**src/rtl/id_ex_reg_pkg.sv**
```systemverilog
// rtl/id_ex_reg_pkg.sv - control-word layout and codes shared by the ID/EX register
package id_ex_reg_pkg;

  localparam int CTRL_NEXT_PC_SRC_BIT = 19;
  localparam int CTRL_WB_BIT          = 1;
  localparam int CTRL_MEM_TO_REG_BIT  = 0;

  localparam logic CODE_MAIN_CTR_ENABLE  = 1'b1;
  localparam logic CODE_MAIN_CTR_DISABLE = 1'b0;

  localparam logic CODE_MAIN_CTR_MEM_TO_REG_ALU_RESULT = 1'b0;
  localparam logic CODE_MAIN_CTR_MEM_TO_REG_MEM_RESULT = 1'b1;

  // Every field NOTHING/DISABLE, next_pc_src = SEQ
  localparam logic [19:0] CODE_ID_EX_BUBBLE = 20'b0;

endpackage

```
**src/rtl/id_ex_reg_load_use_detector.sv**
```systemverilog
// rtl/id_ex_reg_load_use_detector.sv - combinational load-use hazard compare
module id_ex_reg_load_use_detector
  import id_ex_reg_pkg::*;
#(
  parameter int NB_REG = 5
) (
  input  logic              ex_wb,
  input  logic              ex_mem_to_reg,
  input  logic [NB_REG-1:0] ex_rt,
  input  logic [NB_REG-1:0] id_rs,
  input  logic [NB_REG-1:0] id_rt,
  output logic              hazard
);

  logic is_load;
  logic reg_match;

  // r0 is hardwired zero, so a load into it never creates a dependency
  assign is_load   = (ex_wb == CODE_MAIN_CTR_ENABLE) &&
                     (ex_mem_to_reg == CODE_MAIN_CTR_MEM_TO_REG_MEM_RESULT) &&
                     (ex_rt != '0);
  assign reg_match = (ex_rt == id_rs) || (ex_rt == id_rt);
  assign hazard    = is_load && reg_match;

endmodule

```
**src/rtl/id_ex_reg.sv**
```systemverilog
// rtl/id_ex_reg.sv - ID/EX pipeline register with load-use bubble insertion
module id_ex_reg
  import id_ex_reg_pkg::*;
#(
  parameter int NB_DATA = 32,
  parameter int NB_REG  = 5,
  parameter int NB_CTRL = 20,
  parameter int NB_CNT  = 16
) (
  input  logic               i_clk,
  input  logic               i_reset,
  input  logic               i_halt,
  input  logic               i_flush,
  input  logic [NB_CTRL-1:0] i_ctrl_regs,
  input  logic [NB_DATA-1:0] i_bus_a,
  input  logic [NB_DATA-1:0] i_bus_b,
  input  logic [NB_DATA-1:0] i_next_seq_pc,
  input  logic [NB_REG-1:0]  i_rs,
  input  logic [NB_REG-1:0]  i_rt,
  input  logic [NB_REG-1:0]  i_rd,
  input  logic [4:0]         i_shamt,
  input  logic [15:0]        i_inm,
  output logic [NB_CTRL-1:0] o_ctrl_regs,
  output logic [NB_DATA-1:0] o_bus_a,
  output logic [NB_DATA-1:0] o_bus_b,
  output logic [NB_DATA-1:0] o_next_seq_pc,
  output logic [NB_REG-1:0]  o_rs,
  output logic [NB_REG-1:0]  o_rt,
  output logic [NB_REG-1:0]  o_rd,
  output logic [4:0]         o_shamt,
  output logic [15:0]        o_inm,
  output logic               o_stall,
  output logic [NB_CNT-1:0]  o_bubble_count
);

  logic hazard;
  logic insert_bubble;

  id_ex_reg_load_use_detector #(
    .NB_REG(NB_REG)
  ) u_load_use_detector (
    .ex_wb         (o_ctrl_regs[CTRL_WB_BIT]),
    .ex_mem_to_reg (o_ctrl_regs[CTRL_MEM_TO_REG_BIT]),
    .ex_rt         (o_rt),
    .id_rs         (i_rs),
    .id_rt         (i_rt),
    .hazard        (hazard)
  );

  assign o_stall       = hazard && !i_halt && !i_flush;
  assign insert_bubble = i_flush || hazard;

  always_ff @(posedge i_clk) begin
    if (i_reset) begin
      o_ctrl_regs    <= NB_CTRL'(CODE_ID_EX_BUBBLE);
      o_bus_a        <= '0;
      o_bus_b        <= '0;
      o_next_seq_pc  <= '0;
      o_rs           <= '0;
      o_rt           <= '0;
      o_rd           <= '0;
      o_shamt        <= '0;
      o_inm          <= '0;
      o_bubble_count <= '0;
    end else if (i_halt) begin
      // debug freeze: hold everything, including the counter
    end else if (insert_bubble) begin
      o_ctrl_regs    <= NB_CTRL'(CODE_ID_EX_BUBBLE);
      o_bus_a        <= '0;
      o_bus_b        <= '0;
      o_next_seq_pc  <= '0;
      o_rs           <= '0;
      o_rt           <= '0;
      o_rd           <= '0;
      o_shamt        <= '0;
      o_inm          <= '0;
      if (o_bubble_count != '1) begin
        o_bubble_count <= o_bubble_count + 1'b1;
      end
    end else begin
      o_ctrl_regs    <= i_ctrl_regs;
      o_bus_a        <= i_bus_a;
      o_bus_b        <= i_bus_b;
      o_next_seq_pc  <= i_next_seq_pc;
      o_rs           <= i_rs;
      o_rt           <= i_rt;
      o_rd           <= i_rd;
      o_shamt        <= i_shamt;
      o_inm          <= i_inm;
    end
  end

endmodule

```
**config.mk**
```make
export PLATFORM = sky130hd
export DESIGN_NAME = id_ex_reg
export DESIGN_NICKNAME = d
export VERILOG_FILES = /design/src/rtl/id_ex_reg_pkg.sv /design/src/rtl/id_ex_reg_load_use_detector.sv /design/src/rtl/id_ex_reg.sv
export SDC_FILE = /design/constraint.sdc
export NUM_CORES = 1
export LEC_CHECK = 0
export CORE_ASPECT_RATIO = 0.8
export CORE_MARGIN = 10
export CORE_UTILIZATION = 43
export CTS_BUF_LIST = sky130_fd_sc_hd__clkbuf_4 sky130_fd_sc_hd__clkbuf_8
export DETAILED_ROUTE_END_ITERATION = 10
export MAX_ROUTING_LAYER = met4
export PLACE_DENSITY = 0.92
export SETUP_SLACK_MARGIN = 0.1
export SLEW_MARGIN = 20
export SYNTH_ARGS = -nofsm -noshare
export SYNTH_HDL_FRONTEND = slang
export SYNTH_SLANG_ARGS = --single-unit
export TNS_END_PERCENT = 30
```
**constraint.sdc**
```tcl
create_clock -name i_clk -period 4.05 [get_ports i_clk]
set_input_delay 0.405 -clock i_clk [delete_from_list [all_inputs] [get_ports i_clk]]
set_output_delay 0.405 -clock i_clk [all_outputs]
set_load 0.05 [all_outputs]
```
==> results of run 1 <==
-- power breakdown --
part           switching [W]  internal, W
logic               0.000385     0.000286
clock network       0.000625     0.000506
registers          0.0000336      0.00171
-- synthesized netlist by cell type (all sizes together), types with 2 or more instances --
cell    instances
o21ai           6
dfxtp         168
nand2           9
nor2b           2
a22oi         152
a21oi          14
or3             6
clkbuf         38
or4             7
o31ai           6
nand3           8
buf            19
mux2            2
and3            4
nor3            2
o21a            2
nand4           4
nor2          157
xnor2          10
-- metrics by stage --
stage / std cells / utilization / area, um^2 / total power (W) / hold slack (ns)
after floorplan: 631 / - / 5990 / 0.00214 / 0.496
after global placement: 1084 / 0.679 / 9240 / 0.00244 / 0.479
after detailed placement: 1084 / 0.679 / 9240 / 0.00245 / 0.492
after CTS: 1115 / 0.707 / 9610 / 0.00357 / 0.506
after global routing: 1115 / 0.707 / 9620 / 0.00368 / 0.502
final: 1115 / 0.707 / 9620 / 0.00354 / 0.484
-- metal layers --
metal  track usage  wire length, um
met5             -                0
met2         0.354            10600
met4        0.0656              290
met3        0.0942             2250
met1         0.234             8410
-- sequential cells by signal (all words and copies together) (netlist names) --
name and flops:
o_ctrl_regs 20, o_inm 16, o_rt 5, o_shamt 5, o_bus_a 32, o_bubble_count 16
o_bus_b 32, o_rd 5, o_rs 5, o_next_seq_pc 32
-- worst register-to-register path: cells and delay by family (launching register included) --
kind / cells / cell delay [ns]
AND/OR/NAND/NOR: 2 / 0.72
flip-flops: 1 / 0.37
buffers and inverters: 1 / 0.76
AO/OA/AOI/OAI: 3 / 0.77
-- cell type report --
type	count	area share
clock buffer	19	0.0259
tap	180	0.0234
timing repair buffer	330	0.342
clock inverter	12	0.0125
sequential	168	0.350
inverter	1	0.000390
multi-input combinational	405	0.246
-- cells by family after synthesis --
| family | Yosys count |
|---|---|
| flip-flops | 168 |
| AO/OA/AOI/OAI | 184 |
| adder cells (fa/ha/maj) | 1 |
| XOR/XNOR | 11 |
| AND/OR/NAND/NOR | 206 |
| buffers and inverters | 58 |
| multiplexers | 3 |
-- worst max path at each step --
| stage | to | slack, ns | cells past startpoint |
|---|---|---|---|
| 6_report | o_stall | 0.78 | 6 |
| 5_1_grt | o_stall | 0.65 | 6 |
| 4_1_cts | o_stall | 0.83 | 6 |
| 3_5_place_dp | o_stall | 0.86 | 7 |
| 3_3_place_gp | o_stall | 0.98 | 7 |
| 2_1_floorplan | o_stall | 1.25 | 5 |
==> metrics, run 1 <==
Post-synth EDFFs=0; commonest cells after routing, fill and taps aside=clkdlybuf4s50_1 (322), dfxtp_1 (168), nor2_1 (157); WHS Path Cells=2; layout cell share with drive strength beyond 1=0.0481; Netlist Area Pre-Place=5990 um^2; sequential cell area=3360 um^2; fraction of registers with async set or reset after synthesis=0; Post-DP HPWL=16,100 um; Yosys top cell area share=0.561; total global-route track usage=0.217; initial antenna violation count=0; Clock Path Buffers=2; H-Tree Depth=4; WHS Endpoint=o_next_seq_pc[31]$_SDFFE_PP0N_; Post-CTS Hold Buffers=0; Crit. Startpoint=o_rt[4]$_SDFFE_PP0N_; unrepaired setup endpoints after global routing=no; # IOs=325; Slew Viols, Final=0; fmax=306 MHz; R2R setup slack=1.37 ns; Post-Syn Nets=788; Chip Height=126 um; Worst R2R Path Depth=6; Slew Limit Headroom=0.370; cts repair resizes=0; Antenna Cells=0; TritonCTS clock tree=built; clk root buf=clkbuf_8; CP endpoint kind=primary output; vias per cell=5.36; Crit path max-delay family=buffers and inverters; largest area contributor in the netlist=dfxtp_1; initial drt markers=362; Die ar.=19,100 um^2; total grt overflow=0; fill count=1,022; Period Utilization, post-route=0.807; status=complete, no violations; compound-gate portion of the synthesized area=0.223; CP bufs+invs=1; Main synth FF type=dfxtp_1; TritonCTS Buffers=17; Worst-path clk slew=0.10 ns; critical path's slowest cell=clkdlybuf4s50_1; endpoints failing setup=0; xor and xnor fraction of the mapped netlist area=0.0161; final hold vios=0; Tightest Pin Transition=0.944 ns; CP Max Fanout=6; port bufs=324; Post-CTS Setup Bufs=0; CP arrival=2.86 ns; sequential share of the synthesized area=0.561; WL per Instance=19.3 um; clock skew=0.0135 ns; largest net degree at the start of global routing=110; Setup CP Type=flip-flop to primary output; vias in the first global route=5,901; Max Cap Viol=0; Setup WS pre-CTS=0.860 ns; Multi-input gate area=2370 um^2; count of TritonRoute iterations in the first routing pass=8; first-pass GRT wire length=32,700 um; routability cong.=0.868; Worst R2R Start=o_rt[0]$_SDFFE_PP0N_; Initial Utilization=0.441; Syn Inst Count=631; Max stage delay on crit path=0.87 ns; mux cell area share after synthesis=0.00543; post-synthesis cell type count=36; Setup WS post-layout=0.781 ns; Area Growth Syn to Fin=60.5%; row cnt=38; post-layout min period=3.27 ns; chip width=152 um; commonest non-fill, non-tap cell in the layout=clkdlybuf4s50_1; adder-cell share of the synthesized area=0.00209; main combinational cell family by area after synthesis=compound AO/OA/AOI/OAI gates; Hold Crit Start=i_reset; hold crit path type=primary input to flip-flop; syn_area_per_cell=9.50 um^2; Synth warnings=0; critical path cell sequence=xnor2_1 > nand3_1 > o22ai_1 > nand2_1 > nor3_1 > clkdlybuf4s50_1; Leak Pwr=3.47 nW; latest clock arrival within the worst-skew pair=0.43 ns; P per Cell Area=369 nW/um^2; Synth Area in Simple Gates=0.146; maximum VDD drop=0.277 mV; TritonCTS Sinks=168; antenna-violating nets left=0; Core Region=13,600 um^2; Setup crit start kind=flip-flop; final wirelength=21,500 um; final net count=1,080; Setup TNS Final=0 ns; synth top area cells=dfxtp_1 (56%), a22oi_1 (19%), nor2_1 (9.8%); worst flop-to-flop path endpoint=o_next_seq_pc[2]$_SDFFE_PP0N_; Post-route DRC=0; FF+latch count, synth=168; CP required=3.64 ns; Vias=5,979
(Power assumes the default switching activity.)
==> run 2: changes to the inputs <==
Settings changed: CORE_UTILIZATION 43 to 36, PLACE_DENSITY 0.92 to 0.83.
Clock period 4.05 ns to 2.85 ns, I/O delays scaled along.
==> metrics, run 2 (synthesis gave the netlist of run 1 again) <==
Clock power frac=0.334 (was 0.319); Clock Path Buffers=2 (unchanged); initial drt markers=439 (was 362); Tightest Pin Transition=0.726 ns (was 0.944 ns); row cnt=42 (was 38); commonest non-fill, non-tap cell in the layout=clkdlybuf4s50_1 (unchanged); Setup CP Type=flip-flop to primary output (unchanged); P_sw=0.00153 W (was 0.00104 W); Core Region=16,400 um^2 (was 13,600 um^2); fmax=398 MHz; endpoints failing setup=0 (unchanged); count of TritonRoute iterations in the first routing pass=4 (was 8); DR WL met2=10,000 um (was 10,600 um); Regs by FF count=o_bus_a (32), o_bus_b (32), o_next_seq_pc (32) (unchanged); Die ar.=22,200 um^2 (was 19,100 um^2); Vias=5,872 (was 5,979); top layer reached by signal wires=met4 (unchanged); TritonCTS Sinks=168 (unchanged); status=complete, no violations (unchanged); hold crit path type=primary input to flip-flop (unchanged); Post-Route M1 WL=8850 um (was 8410 um); total global-route track usage=0.186 (was 0.217); final hold vios=0 (unchanged); total grt overflow=0 (unchanged); routability cong.=0.853 (was 0.868); met3 wire len=2170 um (was 2250 um); H-Tree Depth=4 (unchanged); latest clock arrival within the worst-skew pair=0.46 ns (was 0.43 ns); Area Growth Syn to Fin=63.0% (was 60.5%); final net count=1,081 (was 1,080); Slew Limit Headroom=0.516 (was 0.370); commonest cells after routing, fill and taps aside=clkdlybuf4s50_1 (321), dfxtp_1 (168), nor2_1 (157) (was clkdlybuf4s50_1 (322), dfxtp_1 (168), nor2_1 (157)); internal power=0.00363 W (was 0.00250 W); TritonCTS Buffers=17 (unchanged); unrepaired setup endpoints after global routing=no (unchanged); clk root buf=clkbuf_8 (unchanged); antenna-violating nets left=0 (unchanged); CP arrival=2.23 ns (was 2.86 ns); Antenna Cells=0 (unchanged); Leak Pwr=3.52 nW (was 3.47 nW); Chip Height=135 um (was 126 um); # IOs=325 (unchanged); Post-route DRC=0 (unchanged); Setup crit start kind=flip-flop (unchanged); cts repair resizes=0 (unchanged); share of total power in combinational logic=0.186 (was 0.189); vias per cell=5.08 (was 5.36); Setup TNS Final=0 ns (unchanged); Worst-path clk slew=0.10 ns (about the same); initial antenna violation count=0 (unchanged); P per Cell Area=528 nW/um^2 (was 369 nW/um^2); largest net degree at the start of global routing=112 (was 110); TritonCTS clock tree=built (unchanged); R2R setup slack=0.50 ns (was 1.37 ns); switching share of power=0.296 (was 0.295); vias in the first global route=5,823 (was 5,901); final wirelength=21,300 um (was 21,500 um); post-layout min period=2.51 ns; Initial Utilization=0.364 (was 0.441); maximum VDD drop=0.404 mV (was 0.277 mV); clock skew=0.0160 ns (was 0.0135 ns); CP Max Fanout=6 (unchanged); chip width=164 um (was 152 um); port bufs=324 (unchanged); Post-CTS Setup Bufs=0 (unchanged); CP required=2.57 ns (was 3.64 ns); Seq pwr share=0.480 (was 0.492); Max Cap Viol=0 (unchanged); Period Utilization, post-route=0.882; total power=0.00516 W (was 0.00354 W); CP endpoint kind=primary output (unchanged); Slew Viols, Final=0 (unchanged); layout cell share with drive strength beyond 1=0.0512 (was 0.0481); Post-CTS Hold Buffers=0 (unchanged); fill count=1,406 (was 1,022); Post-DP HPWL=15,500 um (was 16,100 um); WL per Instance=18.4 um (was 19.3 um); first-pass GRT wire length=31,700 um (was 32,700 um)
[run 2: changes by cell type in the layout (fill, tap and decap cells not counted)]
| cell | previous run | this run |
|---|---|---|
| clkinv_4 | 2 | 3 |
| clkbuf_8 | 17 | 20 |
| clkbuf_4 | 2 | 0 |
| buf_4 | 7 | 5 |
| buf_12 | 0 | 5 |
| inv_8 | 0 | 2 |
| clkdlybuf4s50_1 | 322 | 321 |
| clkinvlp_4 | 5 | 2 |
| buf_6 | 1 | 0 |
[run 2: per-layer routing]
layer | vias up | GRT usage
met1 | 2787 | 0.207
met2 | 218 | 0.290
met3 | 19 | 0.0905
met4 | 0 | 0.0545
met5 | - | -
li1 | 2848 | -
[run 2: through the flow]
step                area (um^2)  cells  hold slack, ns  utilization  setup slack, ns
floorplan                  5990    631           0.429            -            0.173
global placement           9360   1125           0.488        0.569            0.351
detailed placement         9360   1125           0.492        0.569            0.260
CTS                        9760   1157           0.327        0.593            0.257
global route               9760   1157           0.338        0.594            0.138
finish                     9760   1157           0.353        0.594            0.336
[run 2: cell type report]
cell class,count,area (um^2),area share
Timing Repair Buffer,331,3350,0.343
Clock buffer,20,275,0.0282
Clock inverter,12,129,0.0132
Multi-Input combinational cell,405,2370,0.242
Sequential cell,168,3360,0.344
Tap cell,220,275,0.0282
Inverter,1,3.75,0.000384
[run 2: power groups by stage]
stage	sequential [W]	combinational [W]	clock, W
after detailed placement	0.00253	0.000956	0
final	0.00248	0.000957	0.00172
after CTS	0.00248	0.000960	0.00177
after global placement	0.00253	0.000949	0
after floorplan	0.00281	0.000235	0
after global routing	0.00249	0.00101	0.00187
[run 2: path summary, 6_finish.rpt]
check                                              from                             end  cells past startpoint
worst max-delay path               o_rt[4]$_SDFFE_PP0N_                         o_stall                      7
worst min-delay path                            i_reset  o_next_seq_pc[31]$_SDFFE_PP0N_                      2
worst max register to register     o_rt[0]$_SDFFE_PP0N_            o_rd[1]$_SDFFE_PP0N_                      6
worst min register to register  o_shamt[3]$_SDFFE_PP0N_         o_shamt[3]$_SDFFE_PP0N_                      2
[run 2: critical path: stages, from the launching register on]
cell,delay [ns]
dfxtp_1,0.50
xnor2_1,0.16
nand3_1,0.11
o22ai_1,0.30
buf_4,0.20
nand2_1,0.05
nor3_1,0.27
buf_12,0.19
==> run 3: changes to the inputs <==
Settings changed: CORE_MARGIN 10 to 5.
==> metrics, run 3 (synthesis gave the netlist of run 1 again) <==
status=complete, no violations (unchanged); WL per Instance=16.9 um (was 18.4 um); Slew Limit Headroom=0.519 (was 0.516); Hold Crit Start=i_halt (was i_reset); final net count=1,081 (unchanged); commonest non-fill, non-tap cell in the layout=clkdlybuf4s50_1 (unchanged); Post-CTS Setup Bufs=0 (unchanged); total grt overflow=0 (unchanged); routability cong.=0.881 (was 0.853); CP required=2.57 ns (about the same); Multi-input gate area=2370 um^2 (unchanged); Setup crit start kind=flip-flop (unchanged); worst flop-to-flop path endpoint=o_bus_b[1]$_SDFFE_PP0N_ (was o_rd[1]$_SDFFE_PP0N_); Slew Viols, Final=0 (unchanged); TritonCTS Buffers=17 (unchanged); CP arrival=2.18 ns (was 2.23 ns); Antenna Cells=0 (unchanged); Post-CTS Hold Buffers=0 (unchanged); CP Max Fanout=6 (unchanged); vias in the first global route=5,807 (was 5,823); commonest cells after routing, fill and taps aside=clkdlybuf4s50_1 (321), dfxtp_1 (168), nor2_1 (157) (unchanged); hold crit path type=primary input to flip-flop (unchanged); R2R setup slack=0.53 ns (was 0.50 ns); Tightest Pin Transition=0.721 ns (was 0.726 ns); largest net degree at the start of global routing=112 (unchanged); vias per cell=5.03 (was 5.08); final hold vios=0 (unchanged); TritonCTS Sinks=168 (unchanged); Post-DP HPWL=13,900 um (was 15,500 um); Setup TNS Final=0 ns (unchanged); final wirelength=19,600 um (was 21,300 um); post-layout min period=2.46 ns (was 2.51 ns); total global-route track usage=0.199 (was 0.186); cts repair resizes=0 (unchanged); layout cell share with drive strength beyond 1=0.0512 (unchanged); Setup WS post-layout=0.386 ns (was 0.336 ns); H-Tree Depth=4 (unchanged); Leak Pwr=3.52 nW (about the same); initial antenna violation count=0 (unchanged); initial drt markers=373 (was 439); chip width=154 um (was 164 um); Worst R2R Path Depth=6 (unchanged); latest clock arrival within the worst-skew pair=0.44 ns (was 0.46 ns); Worst R2R Start=o_rt[0]$_SDFFE_PP0N_ (unchanged); row cnt=42 (unchanged); Core Region=16,400 um^2 (unchanged); Post-route DRC=0 (unchanged); antenna-violating nets left=0 (unchanged); Clock Path Buffers=2 (unchanged); TritonCTS clock tree=built (unchanged); Period Utilization, post-route=0.865 (was 0.882); first-pass GRT wire length=30,400 um (was 31,700 um); sequential cell area=3360 um^2 (unchanged); Chip Height=125 um (was 135 um); port bufs=324 (unchanged); fill count=1,435 (was 1,406); unrepaired setup endpoints after global routing=no (unchanged); clk root buf=clkbuf_8 (unchanged); Die ar.=19,300 um^2 (was 22,200 um^2); total power=0.00504 W (was 0.00516 W); count of TritonRoute iterations in the first routing pass=4 (unchanged); Max Cap Viol=0 (unchanged); WHS Path Cells=3 (was 2); clock skew=0.0153 ns (was 0.0160 ns); Initial Utilization=0.364 (unchanged); endpoints failing setup=0 (unchanged); Setup WS pre-CTS=0.261 ns (was 0.260 ns); Area Growth Syn to Fin=62.6% (was 63.0%); Worst-path clk slew=0.09 ns (was 0.10 ns); WHS Endpoint=o_bus_a[20]$_SDFFE_PP0N_ (was o_next_seq_pc[31]$_SDFFE_PP0N_); Min Hold Slack=0.332 ns (was 0.353 ns); # IOs=325 (unchanged); Setup CP Type=flip-flop to primary output (unchanged); Regs by FF count=o_bus_a (32), o_bus_b (32), o_next_seq_pc (32) (unchanged); fmax=406 MHz (was 398 MHz); P per Cell Area=518 nW/um^2 (was 528 nW/um^2); CP endpoint kind=primary output (unchanged); maximum VDD drop=0.461 mV (was 0.404 mV); Vias=5,820 (was 5,872)
-- run 3: cell types whose count changed in the layout (fill, tap and decap cells not counted), sizes merged --
cell,change
bufinv,-1
inv,+1
clkinv,+1
clkinvlp,-1
-- run 3: how the worst max path moves through the flow --
stage,slack (ns),cells past startpoint,end,from
after floorplan,0.17,5,o_stall,o_rt[4]$_SDFFE_PP0N_
after global placement,0.33,5,o_bubble_count[8]$_SDFFE_PP0P_,o_rt[0]$_SDFFE_PP0N_
after detailed placement,0.26,5,o_bubble_count[8]$_SDFFE_PP0P_,o_rt[0]$_SDFFE_PP0N_
after CTS,0.24,5,o_bubble_count[8]$_SDFFE_PP0P_,o_rt[0]$_SDFFE_PP0N_
after global routing,0.22,7,o_stall,o_rt[4]$_SDFFE_PP0N_
final,0.39,7,o_stall,o_rt[4]$_SDFFE_PP0N_
-- run 3: report_power, final --
group	switching (W)	internal [W]	total (W)	leakage, nW
Sequential	0.0000476	0.00243	0.00248	1.37
Clock	0.000935	0.000678	0.00161	0.190
Combinational	0.000539	0.000415	0.000954	1.96
-- run 3: metrics by stage --
step           instances  utilization  area [um^2]
6_report            1157        0.592         9740
5_1_grt             1157        0.592         9740
4_1_cts             1157        0.592         9740
3_5_place_dp        1125        0.570         9370
3_3_place_gp        1125        0.570         9370
2_1_floorplan        631            -         5990
-- run 3: cell type report --
cell class                      instances  area share
Clock inverter                         12      0.0112
Sequential cell                       168       0.345
Tap cell                              220      0.0282
Clock buffer                           20      0.0270
Inverter                                1    0.000385
Timing Repair Buffer                  331       0.345
Multi-Input combinational cell        405       0.243
-- run 3: worst max-delay path: stages, from the launching register on --
cell and delay, ns:
dfxtp_1 0.47, xnor2_1 0.16, nand3_1 0.11, o22ai_1 0.28
buf_4 0.19, nand2_1 0.05, nor3_1 0.29, buf_12 0.19
-- run 3: layer usage --
metal | vias to the layer above | wire length [um] | GRT usage
li1 | 2847 | - | -
met1 | 2734 | 8360 | 0.236
met2 | 219 | 9370 | 0.324
met3 | 20 | 1590 | 0.0667
met4 | 0 | 245 | 0.0540
met5 | - | 0 | -
